<file path="config.mk">
export PLATFORM = sky130hd
export DESIGN_NAME = bus_arbiter_rr
export DESIGN_NICKNAME = d
export VERILOG_FILES = /design/src/rtl/bus_arbiter_rr.sv
export SDC_FILE = /design/constraint.sdc
export NUM_CORES = 1
export LEC_CHECK = 0
export CAP_MARGIN = 5
export CORE_AREA = 2 2 39 41
export CTS_BUF_LIST = sky130_fd_sc_hd__clkbuf_2
export DETAILED_ROUTE_END_ITERATION = 8
export DIE_AREA = 0 0 41 43
export PLACE_DENSITY = 0.63
export SLEW_MARGIN = 20
export SYNTH_ARGS = -nofsm -noshare
export SYNTH_HDL_FRONTEND = slang
export SYNTH_SLANG_ARGS = --single-unit
export TNS_END_PERCENT = 50
</file>
<file path="constraint.sdc">
create_clock -name clk -period 1.3 [get_ports clk]
set_input_delay 0.39 -clock clk [delete_from_list [all_inputs] [get_ports clk]]
set_output_delay 0.39 -clock clk [all_outputs]
set_load 0.01 [all_outputs]
</file>
<file path="src/rtl/bus_arbiter_rr.sv">
// Round-robin bus arbiter with a registered one-hot grant that parks on master 0 when the bus is idle.
// Define ARB_TIMEOUT_EN to compile in the hold counter that forces rotation after MAX_HOLD cycles under contention.
module bus_arbiter_rr #(
  parameter  int NUM_MASTERS = 4,
  parameter  int MAX_HOLD    = 16,
  localparam int ID_W        = (NUM_MASTERS > 1) ? $clog2(NUM_MASTERS) : 1
) (
  input  logic                   clk,
  input  logic                   reset_n,
  input  logic [NUM_MASTERS-1:0] req,
  output logic [NUM_MASTERS-1:0] grant,
  output logic [ID_W-1:0]        grant_id,
  output logic                   grant_chg
);

  if (NUM_MASTERS < 2 || NUM_MASTERS > 16) begin : g_bad_num_masters
    $error("bus_arbiter_rr: NUM_MASTERS out of range 2..16");
  end
  if (MAX_HOLD < 2 || MAX_HOLD > 255) begin : g_bad_max_hold
    $error("bus_arbiter_rr: MAX_HOLD out of range 2..255");
  end

  logic [ID_W-1:0] rot_id;
  logic            rot_found;
  logic            force_rot;
  logic [ID_W-1:0] nxt_id;
  logic            owner_chg;
  int              idx;

  // First requester after the current owner, wrapping; the owner itself is never a candidate here.
  always_comb begin
    rot_id    = grant_id;
    rot_found = 1'b0;
    idx       = 0;
    for (int k = 1; k < NUM_MASTERS; k++) begin
      idx = int'(grant_id) + k;
      if (idx >= NUM_MASTERS) idx = idx - NUM_MASTERS;
      if (!rot_found && req[idx]) begin
        rot_found = 1'b1;
        rot_id    = ID_W'(idx);
      end
    end
  end

`ifdef ARB_TIMEOUT_EN
  logic [7:0] hold_cnt;

  always_comb begin
    force_rot = (hold_cnt == 8'(MAX_HOLD - 1)) && req[grant_id] && ((req & ~grant) != '0);
  end

  always_ff @(posedge clk or negedge reset_n) begin
    if (!reset_n) begin
      hold_cnt <= 8'd0;
    end else if (owner_chg) begin
      hold_cnt <= 8'd0;
    end else if (hold_cnt < 8'(MAX_HOLD - 1)) begin
      hold_cnt <= hold_cnt + 8'd1;
    end
  end
`else
  always_comb begin
    force_rot = 1'b0;
  end
`endif

  always_comb begin
    nxt_id = grant_id;
    if (req == '0) begin
      nxt_id = '0;
    end else if (req[grant_id] && !force_rot) begin
      nxt_id = grant_id;
    end else if (rot_found) begin
      nxt_id = rot_id;
    end
    owner_chg = (nxt_id != grant_id);
  end

  always_ff @(posedge clk or negedge reset_n) begin
    if (!reset_n) begin
      grant     <= NUM_MASTERS'(1);
      grant_id  <= '0;
      grant_chg <= 1'b0;
    end else begin
      grant     <= NUM_MASTERS'(1) << nxt_id;
      grant_id  <= nxt_id;
      grant_chg <= owner_chg;
    end
  end

endmodule

</file>
== After elaboration in Yosys (flattened, before gate mapping) ==
Cells that the tools add are included.
Storage, ports and cells
  output and inout port bits: 7
  register bits after elaboration: 7
  word-level logic and storage cells: 46
  memory bits (read-only): 0
  RAM bits: 0
  input port bits: 6
  bits in latches: 0
  memories: 0
Operators by class
  shifts and indexed selects: 1
  muxes and demuxes: 23
  magnitude comparators: 7
  divide/modulo/power cells: 0
  equal/unequal tests: 1
  $mul: 0
  bitwise logic cells: 0
  reductions and logical operators: 5
  add/sub/neg operators: 6
Operator list (count)
  $lt 32x4->1 const B: 3
  $mux 32: 3
  $mux 2: 6
  $sub 3x3->4 const B: 3
  $mux 1: 10
  $ge 3x3->1 const B: 3
  $bmux 1 s2: 4
  $add 2x2->3 const B: 2
  $logic_not 4->1: 1
  $shl 1x2->4 const A: 1
  $add 2x1->3 const B: 1
  $lt 2x3->1 const B: 1
  $logic_and 1x1->1: 2
  $logic_not 1->1: 2
  $ne 2x2->1: 1

== Depth between registers and ports, before layout ==
  depth in word-level cells: 17
  mapped depth: 3

== Least setup slack after synthesis ==
No wires, ideal clock.
  path type: register to register
  start point: register grant_id[0]
  end point: register grant[2]
  cell stages (with the launch flop): 4
  slack: 0.266 ns
  buffers on the path: 0
  data arrival time: 0.899 ns
  period minus slack after synthesis: 1.034 ns
  cell sequence: dfrtp_1 nand2b_2 a21oi_1 o22ai_1
On the way
  cells in the longest elaborated chain, start to end: 17
RTL lines
  start: declaration: line 12  | output logic [ID_W-1:0] grant_id,
  start signal: assignment: line 86  | grant_id <= nxt_id;
  $add 2x1->3: line 36  | idx = int'(grant_id) + k;
  $sub 3x3->4 / $ge 3x3->1 (equally long branches): line 37  | if (idx >= NUM_MASTERS) idx = idx - NUM_MASTERS;
  $mux 32: line 37
  $bmux 1 s2: line 38  | if (!rot_found && req[idx]) begin
  $mux 1 (implied by the code) (2 in a row): line 38
  $mux 1: line 38
  $logic_not 1->1: line 38
  $logic_and 1x1->1: line 38
  $mux 1: line 38
  $logic_not 1->1: line 38
  $logic_and 1x1->1: line 38
  $mux 2 / $mux 1 (equally long branches): line 38
  $mux 2: line 73  | end else if (rot_found) begin
  $mux 2 (*): line 71  | end else if (req[grant_id] && !force_rot) begin
  $mux 2 (*): line 69  | if (req == '0) begin
  $shl 1x2->4 (*): line 85  | grant <= NUM_MASTERS'(1) << nxt_id;
  end signal: assignment: line 85
  end: declaration: line 11  | output logic [NUM_MASTERS-1:0] grant,
Every way passes the cells marked *; elsewhere a longest branch is shown, timed or not. The select of a mux whose other input is x is not followed.

== Final worst setup path ==
  start point: register grant[0]
  end point: output grant[0]
No word-level cell between the ends.

==> run_results.csv <==
group,metric,value,unit
outcome,outcome,"complete, no violations",
yosys,netlist_instances,37,
clock_tree,cts_buffer_depth,2,
layout,stdcell_count,75,
detailed_routing,routed_via_density,4.84,
yosys,ys_types,20,
global_route,gr-total-overflow,0,
yosys,synthFlopType,"dfrtp_1",
layout,multi_input_area,163,sq um
placement,hpwl,675,microns
detailed_routing,dr.pass1.iters,4,
global_route,grt_pass1_wl,1450,microns
worst_setup_path,reg2reg_to,"grant[2]",
power,vdd.ir_drop.worst,0.000275,V
detailed_routing,ant_nets,0,
detailed_routing,wl_per_cell,11.3,microns
yosys,netlist_area,363,sq um
global_route,grt_max_degree,13,
worst_setup_path,arrival,0.86,ns
die,ios,13,
timing,max_slew_margin,80.5,%
clock_tree,cts-root-buf,"clkbuf_2",
die,core,1380,sq um
worst_hold_path,worstHoldPathType,"input pin to asynchronous set/reset pin",
worst_setup_path,end_kind,"output port",
timing,setup_viol,0,
detailed_routing,dr_total_vias,363,
layout,antenna_cells,0,
worst_setup_path,cp_cell_sequence,"buf_6",
die,die_area,1760,sq um
yosys,avgSynthCellArea,9.81,sq um
die,rows,14,
yosys,synthMostInstantiatedCell,"dfrtp_1",
layout,fillers,149,
clock_tree,clkLatencyLatePin,0.23,ns
clock_tree,cts_made_buffers,3,
global_route,grt_use_total,12.2,%
timing,tightest_slew,0.292,ns
timing,finalCriticalPeriod,1.25,ns
worst_setup_path,rrSetupSlack,0.16,ns
global_route,first_global_vias,341,
global_route,antenna_found_initial,0,
yosys,synth-edff-count,0,
timing,final_hold_viol_count,0,
timing,skew,0.00656,ns
worst_setup_path,worstSetupStartpointType,"flop",
worst_setup_path,r2r_start,"grant_id[0]",
yosys,synth_largest_area_cell,"dfrtp_1",
worst_setup_path,worstSetupPathType,"flop to output port",
yosys,syn-num-nets,43,
power,p_switching,0.000233,W
layout,final_area,577,sq um
layout,syn2layout_area_growth,59.0,%
detailed_routing,wl,848,microns
clock_tree,cts.sinks,7,
timing,final-max-slew-violation-count,0,
timing,setup_ws,0.0485,ns
clock_tree,cts_tree,"built",
yosys,synthArstFlopShare,100,%
placement,dp_cells,71,
timing,rsz0062_at_grt,"false",
run,maxCapViolCount,0,
placement,gp_congestion,0.845,
yosys,synth_top_cells_by_area,"dfrtp_1, dfstp_2, a21oi_1, inv_1, a221oi_2",
power,clkPwrFrac,22.0,%
placement,io_buffers,12,
layout,fin_nets,66,
placement,placed_area,551,sq um
die,die_w,41,microns
timing,setup_tns,0,ns
power,power_density,1250,nW/um^2
die,fp.dieH,43,microns
power,switching_share,32.4,%
die,start_util,26.2,%
worst_setup_path,path_buf_inv,1,
power,power_frac_seq,38.5,%
timing,hold_ws,0.400,ns
worst_setup_path,worstPathRequired,0.91,ns
worst_setup_path,crit_path_max_fanout,1,
yosys,yosysSeqAreaShare,48.6,%
detailed_routing,drt-initial-drc-count,11,
timing,min_period_over_period,96.3,%
layout,register_area,176,sq um
power,leakagePower,0.294,nW
layout,drive_gt1_share,28.8,%
worst_setup_path,critical_path.max_stage_delay,0.53,ns
power,comb_power_share,39.5,%
yosys,ys_ff_latch,7,
worst_setup_path,worst_path_dominant_cell_family,"flip-flops",
clock_tree,clk_pin_slew,0.07,ns
detailed_routing,drcViolationCount,0,
timing,fmax,799,MHz
power,intPower,0.000486,W
worst_setup_path,slowest_stage,"dfstp_2",
placement,place_ws,-0.242,ns
yosys,synth_common_cells,"dfrtp_1, inv_1, a21oi_1",
yosys,yosys.area.top_type_share,41.4,%
worst_setup_path,reg2reg_depth,4,
yosys,synth_warnings,0,
clock_tree,cts-htree-levels,1,
## timing repair
item	in CTS	in global routing
resized for setup	11	7
endpoints found under the setup margin	7	10
cloned	0	0
hold buffers	0	0
setup buffers	0	0
## power groups by stage
stage	logic (W)	clock network, W	registers (W)
after floorplan	0.000115	0	0.000312
final	0.000284	0.000158	0.000277
after global placement	0.000302	0	0.000278
after global routing	0.000316	0.000176	0.000281
after CTS	0.000276	0.000168	0.000277
after detailed placement	0.000305	0	0.000282
## sequential cells by signal, indices dropped and copies added, names as in the netlist
signal     flops
grant_id       2
grant_chg      1
grant          4
## metal layers
layer	global-route usage (%)	share of wire, %	vias up
met5	0	0	-
met1	14.9	40	165
li1	-	-	178
met3	1.57	7.2	2
met4	8.00	1.8	0
met2	18.8	51	18
## how the worst max path moves through the flow
stage | cells past startpoint | end | startpoint | slack [ns]
floorplan | 3 | grant[2] | grant_id[0] | 0.27
global placement | 4 | grant[3] | req[0] | -0.26
detailed placement | 4 | grant[2] | req[0] | -0.24
CTS | 1 | grant[0] | grant[0] | 0.005
global route | 1 | grant[3] | grant[3] | 0.009
finish | 1 | grant[0] | grant[0] | 0.05
## worst reg2reg max path: cells and delay by family (launching register included)
family | cells | cell delay [ns]
AO/OA/AOI/OAI | 2 | 0.26
buffers and inverters | 1 | 0.16
flip-flops | 1 | 0.38
AND/OR/NAND/NOR | 1 | 0.22
## cells in the final DEF (no fill, tap or decap), types with 3 or more instances in the layout
cell,netlist,final
buf_4,0,7
clkdlybuf4s15_1,0,4
dlymetal6s2s_1,0,3
a21oi_1,4,4
inv_1,5,5
dfrtp_1,6,6
clkbuf_2,0,4
## final cells by class
cell class              count  area share [%]
repair buffers             19            31.0
flip-flops and latches      7            30.6
well taps                  16            3.47
multi-input cells          24            28.2
clock buffers               4            3.47
inverters                   5            3.25
## metrics by stage
step | util [%] | power [W]
after CTS | 40.4 | 0.000721
final | 41.7 | 0.000719
after global placement | 39.8 | 0.000581
after global routing | 41.7 | 0.000773
after floorplan | - | 0.000427
after detailed placement | 39.8 | 0.000587
## logic make-up (layout without fill, tap and decap cells)
family	Yosys count	in the layout	share of synthesized area (%)
DFF	7	7	48.6
and+or+nand+nor	7	7	10.0
buffers and inverters	6	28	6.55
AOI/OAI and AO/OA	17	17	34.8
(Power assumes the default switching activity.)
